**src/rtl/z80_bus_sequencer.sv**
```systemverilog
// Z80 T-state bus-cycle generator: fetch, mem rd/wr, io rd/wr and INTA with wait states and nWAIT.
// Define Z80_BUS_REFRESH_EN to run DRAM refresh (R counter, nRFSH) during fetch T3/T4.
module z80_bus_sequencer #(
   parameter int ADDR_W   = 16,
   parameter int DATA_W   = 8,
   parameter int M1_WAIT  = 0,
   parameter int MEM_WAIT = 0,
   parameter int IO_WAIT  = 1
) (
   input  logic              CLK,
   input  logic              nRESET,
   input  logic              req_valid,
   output logic              req_ready,
   input  logic [2:0]        req_type,
   input  logic [ADDR_W-1:0] req_addr,
   input  logic [DATA_W-1:0] req_wdata,
   output logic              done,
   output logic [DATA_W-1:0] rdata,
   output logic [ADDR_W-1:0] ADDRESS,
   output logic [DATA_W-1:0] DATA_OUT,
   output logic              DATA_OE,
   input  logic [DATA_W-1:0] DATA_IN,
   output logic              nMREQ,
   output logic              nIORQ,
   output logic              nRD,
   output logic              nWR,
   output logic              nM1,
   output logic              nRFSH,
   input  logic              nWAIT,
   input  logic [7:0]        refresh_i
);

   typedef enum logic [2:0] {
      ST_IDLE = 3'd0, ST_T1 = 3'd1, ST_T2 = 3'd2, ST_TW = 3'd3, ST_T3 = 3'd4, ST_T4 = 3'd5
   } state_t;

   typedef enum logic [2:0] {
      CY_FETCH = 3'd0, CY_MEMRD = 3'd1, CY_MEMWR = 3'd2,
      CY_IORD  = 3'd3, CY_IOWR  = 3'd4, CY_INTA  = 3'd5
   } cycle_t;

   function automatic cycle_t decode_type(input logic [2:0] t);
      case (t)
         3'd0:    return CY_FETCH;
         3'd1:    return CY_MEMRD;
         3'd2:    return CY_MEMWR;
         3'd3:    return CY_IORD;
         3'd4:    return CY_IOWR;
         3'd5:    return CY_INTA;
         default: return CY_MEMRD;
      endcase
   endfunction

   function automatic logic [7:0] wait_states(input cycle_t c);
      case (c)
         CY_FETCH:          return 8'(M1_WAIT);
         CY_MEMRD, CY_MEMWR: return 8'(MEM_WAIT);
         CY_IORD, CY_IOWR:   return 8'(IO_WAIT);
         CY_INTA:           return 8'd2;
         default:           return 8'd0;
      endcase
   endfunction

   function automatic logic is_read(input cycle_t c);
      case (c)
         CY_FETCH, CY_MEMRD, CY_IORD, CY_INTA: return 1'b1;
         default:                              return 1'b0;
      endcase
   endfunction

   state_t              state_q, state_d;
   cycle_t              cyc_q, cyc_d;
   logic [ADDR_W-1:0]   addr_q, addr_d;
   logic [DATA_W-1:0]   wdata_q, wdata_d;
   logic [7:0]          wcnt_q, wcnt_d;
   logic [DATA_W-1:0]   rdata_q, rdata_d;
   logic [ADDR_W-1:0]   address_q, address_d;
   logic                n_m1_q, n_mreq_q, n_iorq_q, n_rd_q, n_wr_q, n_rfsh_q;
   logic                n_m1_d, n_mreq_d, n_iorq_d, n_rd_d, n_wr_d, n_rfsh_d;
   logic                oe_q, oe_d, done_q, done_d, ready_q, ready_d;
   logic [7:0]          r_q, r_d;

`ifdef Z80_BUS_REFRESH_EN
   logic [15:0]         rfsh_addr_s;
   assign rfsh_addr_s = {refresh_i, r_q};
`else
   logic                unused_refresh_s;
   assign unused_refresh_s = ^refresh_i;
`endif

   // Cycle sequencing: state, wait counter, captured request, read data and R counter.
   always_comb begin
      state_d = state_q;
      cyc_d   = cyc_q;
      addr_d  = addr_q;
      wdata_d = wdata_q;
      wcnt_d  = wcnt_q;
      rdata_d = rdata_q;
      r_d     = r_q;
      case (state_q)
         ST_IDLE: begin
            if (req_valid) begin
               state_d = ST_T1;
               cyc_d   = decode_type(req_type);
               addr_d  = req_addr;
               wdata_d = req_wdata;
            end else begin
               state_d = ST_IDLE;
            end
         end
         ST_T1: begin
            state_d = ST_T2;
            wcnt_d  = wait_states(cyc_q);
         end
         ST_T2, ST_TW: begin
            if ((wcnt_q != 8'd0) || !nWAIT) begin
               state_d = ST_TW;
               if (wcnt_q != 8'd0) begin
                  wcnt_d = wcnt_q - 8'd1;
               end else begin
                  wcnt_d = wcnt_q;
               end
            end else begin
               state_d = ST_T3;
               if (is_read(cyc_q)) begin
                  rdata_d = DATA_IN;
               end else begin
                  rdata_d = rdata_q;
               end
            end
         end
         ST_T3: begin
            if (cyc_q == CY_FETCH) begin
               state_d = ST_T4;
            end else begin
               state_d = ST_IDLE;
            end
         end
         ST_T4: begin
            state_d = ST_IDLE;
`ifdef Z80_BUS_REFRESH_EN
            r_d = {r_q[7], r_q[6:0] + 7'd1};
`endif
         end
         default: state_d = ST_IDLE;
      endcase
   end

   // Bus strobe and address values for the state being entered.
   always_comb begin
      n_m1_d   = 1'b1;
      n_mreq_d = 1'b1;
      n_iorq_d = 1'b1;
      n_rd_d   = 1'b1;
      n_wr_d   = 1'b1;
      n_rfsh_d = 1'b1;
      oe_d     = 1'b0;
      done_d   = (state_d == ST_T3);
      ready_d  = (state_d == ST_IDLE);
      if (state_d != ST_IDLE) begin
         address_d = addr_d;
      end else begin
         address_d = address_q;
      end
      case (cyc_d)
         CY_FETCH: begin
            case (state_d)
               ST_T1, ST_T2, ST_TW: begin
                  n_m1_d   = 1'b0;
                  n_mreq_d = 1'b0;
                  n_rd_d   = 1'b0;
               end
`ifdef Z80_BUS_REFRESH_EN
               ST_T3: begin
                  n_rfsh_d  = 1'b0;
                  address_d = ADDR_W'(rfsh_addr_s);
               end
               ST_T4: begin
                  n_rfsh_d  = 1'b0;
                  n_mreq_d  = 1'b0;
                  address_d = ADDR_W'(rfsh_addr_s);
               end
`endif
               default: ;
            endcase
         end
         CY_MEMRD, CY_MEMWR: begin
            if (state_d != ST_IDLE) begin
               n_mreq_d = 1'b0;
               if (cyc_d == CY_MEMRD) begin
                  n_rd_d = 1'b0;
               end else begin
                  oe_d   = 1'b1;
                  n_wr_d = (state_d == ST_T1);
               end
            end else begin
               n_mreq_d = 1'b1;
            end
         end
         CY_IORD, CY_IOWR: begin
            if ((state_d != ST_IDLE) && (state_d != ST_T1)) begin
               n_iorq_d = 1'b0;
               if (cyc_d == CY_IORD) begin
                  n_rd_d = 1'b0;
               end else begin
                  n_wr_d = 1'b0;
               end
            end else begin
               n_iorq_d = 1'b1;
            end
            oe_d = (cyc_d == CY_IOWR) && (state_d != ST_IDLE);
         end
         CY_INTA: begin
            n_m1_d   = (state_d == ST_IDLE);
            n_iorq_d = !((state_d == ST_TW) || (state_d == ST_T3));
         end
         default: ;
      endcase
   end

   // State and registered bus outputs; nRESET low aborts any cycle on this edge.
   always_ff @(posedge CLK) begin
      if (!nRESET) begin
         state_q   <= ST_IDLE;
         cyc_q     <= CY_FETCH;
         addr_q    <= '0;
         wdata_q   <= '0;
         wcnt_q    <= 8'd0;
         rdata_q   <= '0;
         address_q <= '0;
         n_m1_q    <= 1'b1;
         n_mreq_q  <= 1'b1;
         n_iorq_q  <= 1'b1;
         n_rd_q    <= 1'b1;
         n_wr_q    <= 1'b1;
         n_rfsh_q  <= 1'b1;
         oe_q      <= 1'b0;
         done_q    <= 1'b0;
         ready_q   <= 1'b1;
         r_q       <= 8'd0;
      end else begin
         state_q   <= state_d;
         cyc_q     <= cyc_d;
         addr_q    <= addr_d;
         wdata_q   <= wdata_d;
         wcnt_q    <= wcnt_d;
         rdata_q   <= rdata_d;
         address_q <= address_d;
         n_m1_q    <= n_m1_d;
         n_mreq_q  <= n_mreq_d;
         n_iorq_q  <= n_iorq_d;
         n_rd_q    <= n_rd_d;
         n_wr_q    <= n_wr_d;
         n_rfsh_q  <= n_rfsh_d;
         oe_q      <= oe_d;
         done_q    <= done_d;
         ready_q   <= ready_d;
         r_q       <= r_d;
      end
   end

   assign req_ready = ready_q;
   assign done      = done_q;
   assign rdata     = rdata_q;
   assign ADDRESS   = address_q;
   assign DATA_OUT  = wdata_q;
   assign DATA_OE   = oe_q;
   assign nMREQ     = n_mreq_q;
   assign nIORQ     = n_iorq_q;
   assign nRD       = n_rd_q;
   assign nWR       = n_wr_q;
   assign nM1       = n_m1_q;
   assign nRFSH     = n_rfsh_q;

endmodule

```
**config.mk**
```make
export PLATFORM = sky130hd
export DESIGN_NAME = z80_bus_sequencer
export DESIGN_NICKNAME = d
export VERILOG_FILES = /design/src/rtl/z80_bus_sequencer.sv
export SDC_FILE = /design/constraint.sdc
export NUM_CORES = 1
export LEC_CHECK = 0
export CAP_MARGIN = 20
export CELL_PAD_IN_SITES_DETAIL_PLACEMENT = 0
export CELL_PAD_IN_SITES_GLOBAL_PLACEMENT = 1
export CORE_MARGIN = 2
export CORE_UTILIZATION = 35
export CTS_CLUSTER_DIAMETER = 150
export DETAILED_ROUTE_END_ITERATION = 8
export PLACE_DENSITY_LB_ADDON = 0.1
export REMOVE_ABC_BUFFERS = 1
export SKIP_LAST_GASP = 1
export SLEW_MARGIN = 20
export SYNTH_ARGS = -nofsm -noshare
export SYNTH_HDL_FRONTEND = slang
export SYNTH_SLANG_ARGS = --single-unit
```
**constraint.sdc**
```tcl
create_clock -name CLK -period 2.3 [get_ports CLK]
set_input_delay 0.46 -clock CLK [delete_from_list [all_inputs] [get_ports CLK]]
set_output_delay 0.46 -clock CLK [all_outputs]
set_load 0.01 [all_outputs]
```
; ---- Word level (Yosys, flattened, before mapping)
; Index checks and enable logic that the tools add are counted.
[op_classes]
n_bitwise = 1
div = 0
reduce_logical = 23
muxes = 34
eq_ne = 24
shifts = 0
order_cmp = 0
add_sub_neg = 1
multipliers = 0
[ops]
columns = op, n
row1 = two-way mux 16 bit, 2
row2 = == test 3 x 2 -> 1 bit (second input constant), 9
row3 = == test 3 bit (second input constant), 8
row4 = two-way mux 1 bit, 16
row5 = two-way mux 8 bit, 2
row6 = one-hot mux 8 bit (2 select lines), 1
row7 = logical NOT 3 bit, 5
row8 = one-hot mux 3 bit (5 select lines), 1
row9 = == test 3 x 1 -> 1 bit (second input constant), 4
row10 = two-way mux 3 bit, 4
row11 = one-hot mux 3 bit (4 select lines), 1
row12 = one-hot mux 1 bit (2 select lines), 5
row13 = nonzero test 8 bit, 1
row14 = OR reduction 2 bit, 4
row15 = subtractor 8 x 1 -> 8 bit (second input constant), 1
row16 = AND reduction 3 bit, 2
row17 = inequality test 2 bit (second input constant), 2
row18 = one-hot mux 2 bit (2 select lines), 1
row19 = OR reduction 4 bit, 1
row20 = inequality test 3 x 1 -> 1 bit (second input constant), 1
row21 = one-hot mux 1 bit (3 select lines), 1
row22 = nonzero test 3 bit, 1
row23 = OR reduction 3 bit, 1
row24 = logical AND 1 bit, 2
row25 = 5 further kinds, 7
[word_totals]
latchBits = 0
romBits = 0
elab_cells = 98
input_bits = 47
mem_bits_rw = 0
register_bits = 70
out_inout_bits = 41
memories = 0

; ---- Longest topological paths before layout
; Gate-level depths: netlist of run 1.
[depth]
depth_word = 8
ltp_mapped = 7
depth_no_buf = 6

; ---- Least setup slack after synthesis of run 1
; Ideal clock, no wire load.
[synth_timing]
path_kind = reg-to-reg
startpoint = register state_q[2]
endpoint = register n_iorq_q, in the netlist nIORQ
period_less_slack_ns = 1.923
setup_ns = 0.124
t_arrival_ns = 1.798
path_stages_with_launch = 7
path_slack_ns = 0.377
path_buffers = 2
required_time_ns = 2.176
path_cell_list = dfxtp_1 > buf_6 > or4b_4 > buf_6 > mux2_4 > a2111oi_4 > o21ai_1
[synth_between]
elab_chain_len = 7
word_cells_on_any_way = 21
cone_classes = eq/ne (10) / mux (4) / reduce/logical (7)
[synth_lines]
columns = item, line
row1 = start: declaration, 71  ; state_t state_q, state_d;
row2 = start signal: assignment, 242  ; state_q <= state_d;
row3 = == test 3 x 2 -> 1 bit, 100  ; case (state_q)
row4 = OR reduction 2 bit, 100
row5 = one-hot mux 3 bit (4 select lines), 100
row6 = inequality test 3 x 1 -> 1 bit (tied with other cells), 201  ; if ((state_d != ST_IDLE) && (state_d != ST_T1)) begin
row7 = logical AND 1 bit / logical OR 1 bit (equally long branches), "201, 215"
row8 = two-way mux 1 bit / logical NOT 1 bit (equally long branches), "201, 215"
row9 = one-hot mux 1 bit (2 select lines) *, 165  ; case (cyc_d)
row10 = end signal: assignment, 251  ; n_iorq_q <= n_iorq_d;
row11 = end: declaration, 78  ; logic n_m1_q, n_mreq_q, n_iorq_q, n_rd_q, n_wr_q, n_rfsh_q;
; Mark *: on every way between the ends. The rest lies on a longest branch, timed or not.
; A chain may end at the register's enable or synchronous reset.

; ---- Final worst setup path of run 1
[layout_timing]
startpoint = register wcnt_q[0]
endpoint = register rdata_q[2], in the netlist rdata[2]
[layout_between]
elab_chain_len = 4
[layout_lines]
columns = item, line
row1 = start: declaration, 75  ; logic [7:0] wcnt_q, wcnt_d;
row2 = start signal: assignment, 246  ; wcnt_q <= wcnt_d;
row3 = nonzero test 8 bit, 116  ; if ((wcnt_q != 8'd0) || !nWAIT) begin
row4 = logical OR 1 bit, 116
row5 = NOT 1 bit (no line), -
row6 = AND reduction 3 bit (no line), -
row7 = end signal: assignment, 247  ; rdata_q <= rdata_d;
row8 = end: declaration, 76  ; logic [DATA_W-1:0] rdata_q, rdata_d;
; No other way between the ends.

==> metrics.log, run 1 <==
[metrics] run status: finished clean
[metrics] final worst path period need: 2.06 ns
[metrics] number of global-route vias before repair: 2,457
[metrics] final weighted congestion in routability-driven placement: 0.782
[metrics] synth warn: 0
[metrics] skew final: 0.0112 ns
[metrics] required time at the endpoint of the critical path: 2.52 ns
[metrics] H-tree levels: 3
[metrics] mean post-synth cell area: 9.36 um^2
[metrics] post-detailed-route wirelength per cell: 13.4 um
[metrics] Die Height: 95.3 um
[metrics] post-route met1 wirelength: 3060 um
[metrics] clock tree from TritonCTS: built
[metrics] pre-CTS setup slack: -0.0747 ns
[metrics] final number of hold-violating endpoints: 0
[metrics] # DRC: 0
[metrics] biggest fanout along the worst timing path: 8
[metrics] largest voltage drop on the vdd net: 0.000518 V
[metrics] cell count after synthesis: 312
[metrics] CORE AREA: 8130 um^2
[metrics] most common library cell in the layout ignoring fill and taps: clkdlybuf4s50_1
[metrics] leak pwr: 1.56 nW
[metrics] buffers inserted by post-CTS timing repair: 0
[metrics] DR iter-0 viols: 35
[metrics] Total Wirelength: 6850 um
[metrics] Critical Path Max Stage Delay: 0.54 ns
[metrics] cell type of the slowest stage on the worst timing path: or4bb_1
[metrics] grt total ovfl: 0
[metrics] met3 routed WL: 481 um
[metrics] total routing usage reported by global routing: 0.162
[metrics] signal arrival time at the worst endpoint: 2.29 ns
[metrics] measured slew at the worst slew-check pin: 0.714 ns
[metrics] drt via density: 4.83
[metrics] share of the cycle needed by the critical path after routing: 0.897
[metrics] post-synth top area cell: dfxtp_1
[metrics] Worst Setup Path Type: reg2reg
[metrics] final layout net count: 452
[metrics] post-cts gate resize count: 0
[metrics] largest net degree at the start of global routing: 56
[metrics] half-perimeter wire length of the detailed placement result: 4790 um
[metrics] most area-consuming cells after synthesis: dfxtp_1 (48%), mux2i_1 (7.2%), nor2_1 (6.2%)
[metrics] number of optimization iterations in the first detailed-route pass: 4
[metrics] type of destination of the critical path: flop
[metrics] Initial Util: 0.359
[metrics] number of flops mapped to enable cells by yosys: 0
[metrics] maximum operating frequency: 485 MHz
[metrics] CP bufs+invs: 1
[metrics] number of distinct library cell variants in the gate-level netlist after synthesis: 53
[metrics] commonest non-fill, non-tap cells in the layout: clkdlybuf4s50_1 (78), dfxtp_1 (70), nor2_1 (48)
[metrics] clock-pin slew on the worst setup and hold paths: 0.08 ns
[metrics] clock latency reported for the late side of the worst-skew pair: 0.35 ns
[metrics] root cell of the clock tree: clkbuf_8
[metrics] most used flip-flop cell after synthesis: dfxtp_1
[metrics] Bufs on Longest Clock Path: 2
[metrics] area taken by flip-flops and latches: 1400 um^2
[metrics] diode count: 0
[metrics] top routing layer in use: met4
[metrics] WL met2: 3250 um
[metrics] I/O Buffers: 78
[metrics] antenna violations before repair: 0
[metrics] final max-slew violation count: 0
[metrics] cell area after synthesis: 2920 um^2
[metrics] number of hold buffers added after cts: 0
[metrics] max-cap viol count: 0
[metrics] ratio of total power to cell area: 1070 nW/um^2
[metrics] sequential cell area fraction in the yosys report: 0.480
[metrics] number of rows created at floorplan: 33
[metrics] CP Cell Sequence: inv_1 > ha_1 > or4bb_1 > or2_0 > o31ai_1 > a21oi_1
[metrics] share of Yosys cell area claimed by the top area cell type: 0.480
[metrics] antenna violation net count after detailed routing: 0
[metrics] total via count in the routed design: 2,477
[metrics] Filler cells: 776
[metrics] Async S/R FF share, synth: 0
[metrics] area of the multi-input gates: 1390 um^2
[metrics] die width: 95.3 um
[metrics] Synth-to-Final Area Change: 41.9%
[metrics] Setup WS post-layout: 0.238 ns
[metrics] Yosys reg bits: 70
[metrics] Total Power Consumption: 4.42 mW
[metrics] share of cells above drive strength 1: 0.120
[metrics] endpoints failing setup: 0
[metrics] kind of path behind the tightest hold check: reg2reg
[metrics] first-pass GRT wire length: 11,300 um
[metrics] top-level port count: 88
[metrics] crit-path leading delay family: simple AND/OR/NAND/NOR gates
[metrics] worst rel slew slack: 0.520
[metrics] number of sinks driven by the clock tree: 70
[metrics] unrepaired setup endpoints after global routing: false
[metrics] type of element launching the critical path: flop
[metrics] number of buffers created by CTS: 9
[metrics] floorplan die area: 9090 um^2
worst paths after layout:
check	cells after the start	end	slack, ns	start
hold / removal	2	DATA_OUT[3]$_SDFFE_PN0N_	0.45	DATA_OUT[3]$_SDFFE_PN0N_
setup reg to reg	6	rdata[2]$_SDFFE_PN0P_	0.24	wcnt_q[0]$_SDFFE_PN0P_
hold reg to reg	2	DATA_OUT[3]$_SDFFE_PN0N_	0.45	DATA_OUT[3]$_SDFFE_PN0N_
setup / recovery	6	rdata[2]$_SDFFE_PN0P_	0.24	wcnt_q[0]$_SDFFE_PN0P_
Yosys cell counts (2+ instances only):
master,instances
dfxtp_1,70
a211oi_1,17
buf_6,2
nand2_1,19
ha_1,2
nor2b_1,5
nor2_1,48
inv_1,5
xor2_1,3
o21ai_1,2
o2111ai_1,3
nand3b_1,3
and3_1,2
nand2b_1,2
a21oi_1,21
and2_1,3
nand4_1,9
clkbuf_1,13
buf_2,4
or3_1,2
o21a_1,2
mux2i_1,21
buf_4,3
o31ai_1,10
o21ai_0,5
o221ai_1,2
or2_2,2
nor3_1,5
xnor2_1,3
worst register-to-register path: cells and delay by family (launching register included):
kind	cells	cell delay [ns]
simple gates	2	0.95
compound gates	2	0.42
flops	1	0.34
fa+ha+maj	1	0.16
buf+inv	1	0.08
sequential cells by signal (all words and copies together) (netlist names):
| signal | cells |
|---|---|
| addr_q | 16 |
| rdata | 8 |
| state_q | 3 |
| DATA_OUT | 8 |
| nWR | 1 |
| ADDRESS | 16 |
| nMREQ | 1 |
| nRD | 1 |
| wcnt_q | 8 |
| nIORQ | 1 |
| DATA_OE | 1 |
| req_ready | 1 |
| cyc_q | 3 |
| nM1 | 1 |
| done | 1 |
logic make-up (layout without fill, tap and decap cells):
| group | count (synthesis) | in the layout | share of synthesized area |
|---|---|---|---|
| AO/OA/AOI/OAI | 71 | 71 | 0.171 |
| XOR/XNOR | 6 | 6 | 0.0180 |
| adder cells (fa/ha/maj) | 2 | 2 | 0.00857 |
| buffers and inverters | 28 | 124 | 0.0467 |
| flip-flops | 70 | 70 | 0.480 |
| multiplexers | 23 | 23 | 0.0810 |
| other | 1 | 1 | 0.00128 |
| AND/OR/NAND/NOR | 111 | 111 | 0.193 |
per-layer routing:
metal / track usage / vias to the layer above
li1: - / 1292
met1: 0.181 / 1134
met2: 0.272 / 46
met3: 0.0798 / 5
met4: 0.0471 / 0
met5: 0 / -
metrics by stage:
step	utilization	TNS (ns)	hold WS [ns]	cell area (um^2)	std cells
finish	0.509	0	0.454	4140	513
detailed placement	0.485	-0.0780	0.447	3950	497
CTS	0.509	0	0.456	4140	513
global route	0.509	0	0.468	4140	513
floorplan	-	-42.00	0.456	2810	290
global placement	0.485	-0.0622	0.441	3950	497
where the power goes:
part           switching, mW  internal (mW)
sequential             0.165           1.47
combinational          0.898          0.887
clock                  0.491          0.509
cell type report:
class                           instances  area share
Multi-Input combinational cell        214       0.336
Timing Repair Buffer                  102       0.241
Tap cell                              105      0.0317
Clock buffer                           10      0.0308
Clock inverter                          6      0.0169
Sequential cell                        70       0.338
Inverter                                6     0.00544
Power figures use the tool's default switching activity.
==> run 2, diff against run 1 <==
CAP_MARGIN = 40   (was 20)
SETUP_SLACK_MARGIN = 0.02   (was not set)
==> results of run 2 <==
The final DEF is identical to that of run 1; final timing and power are the same.
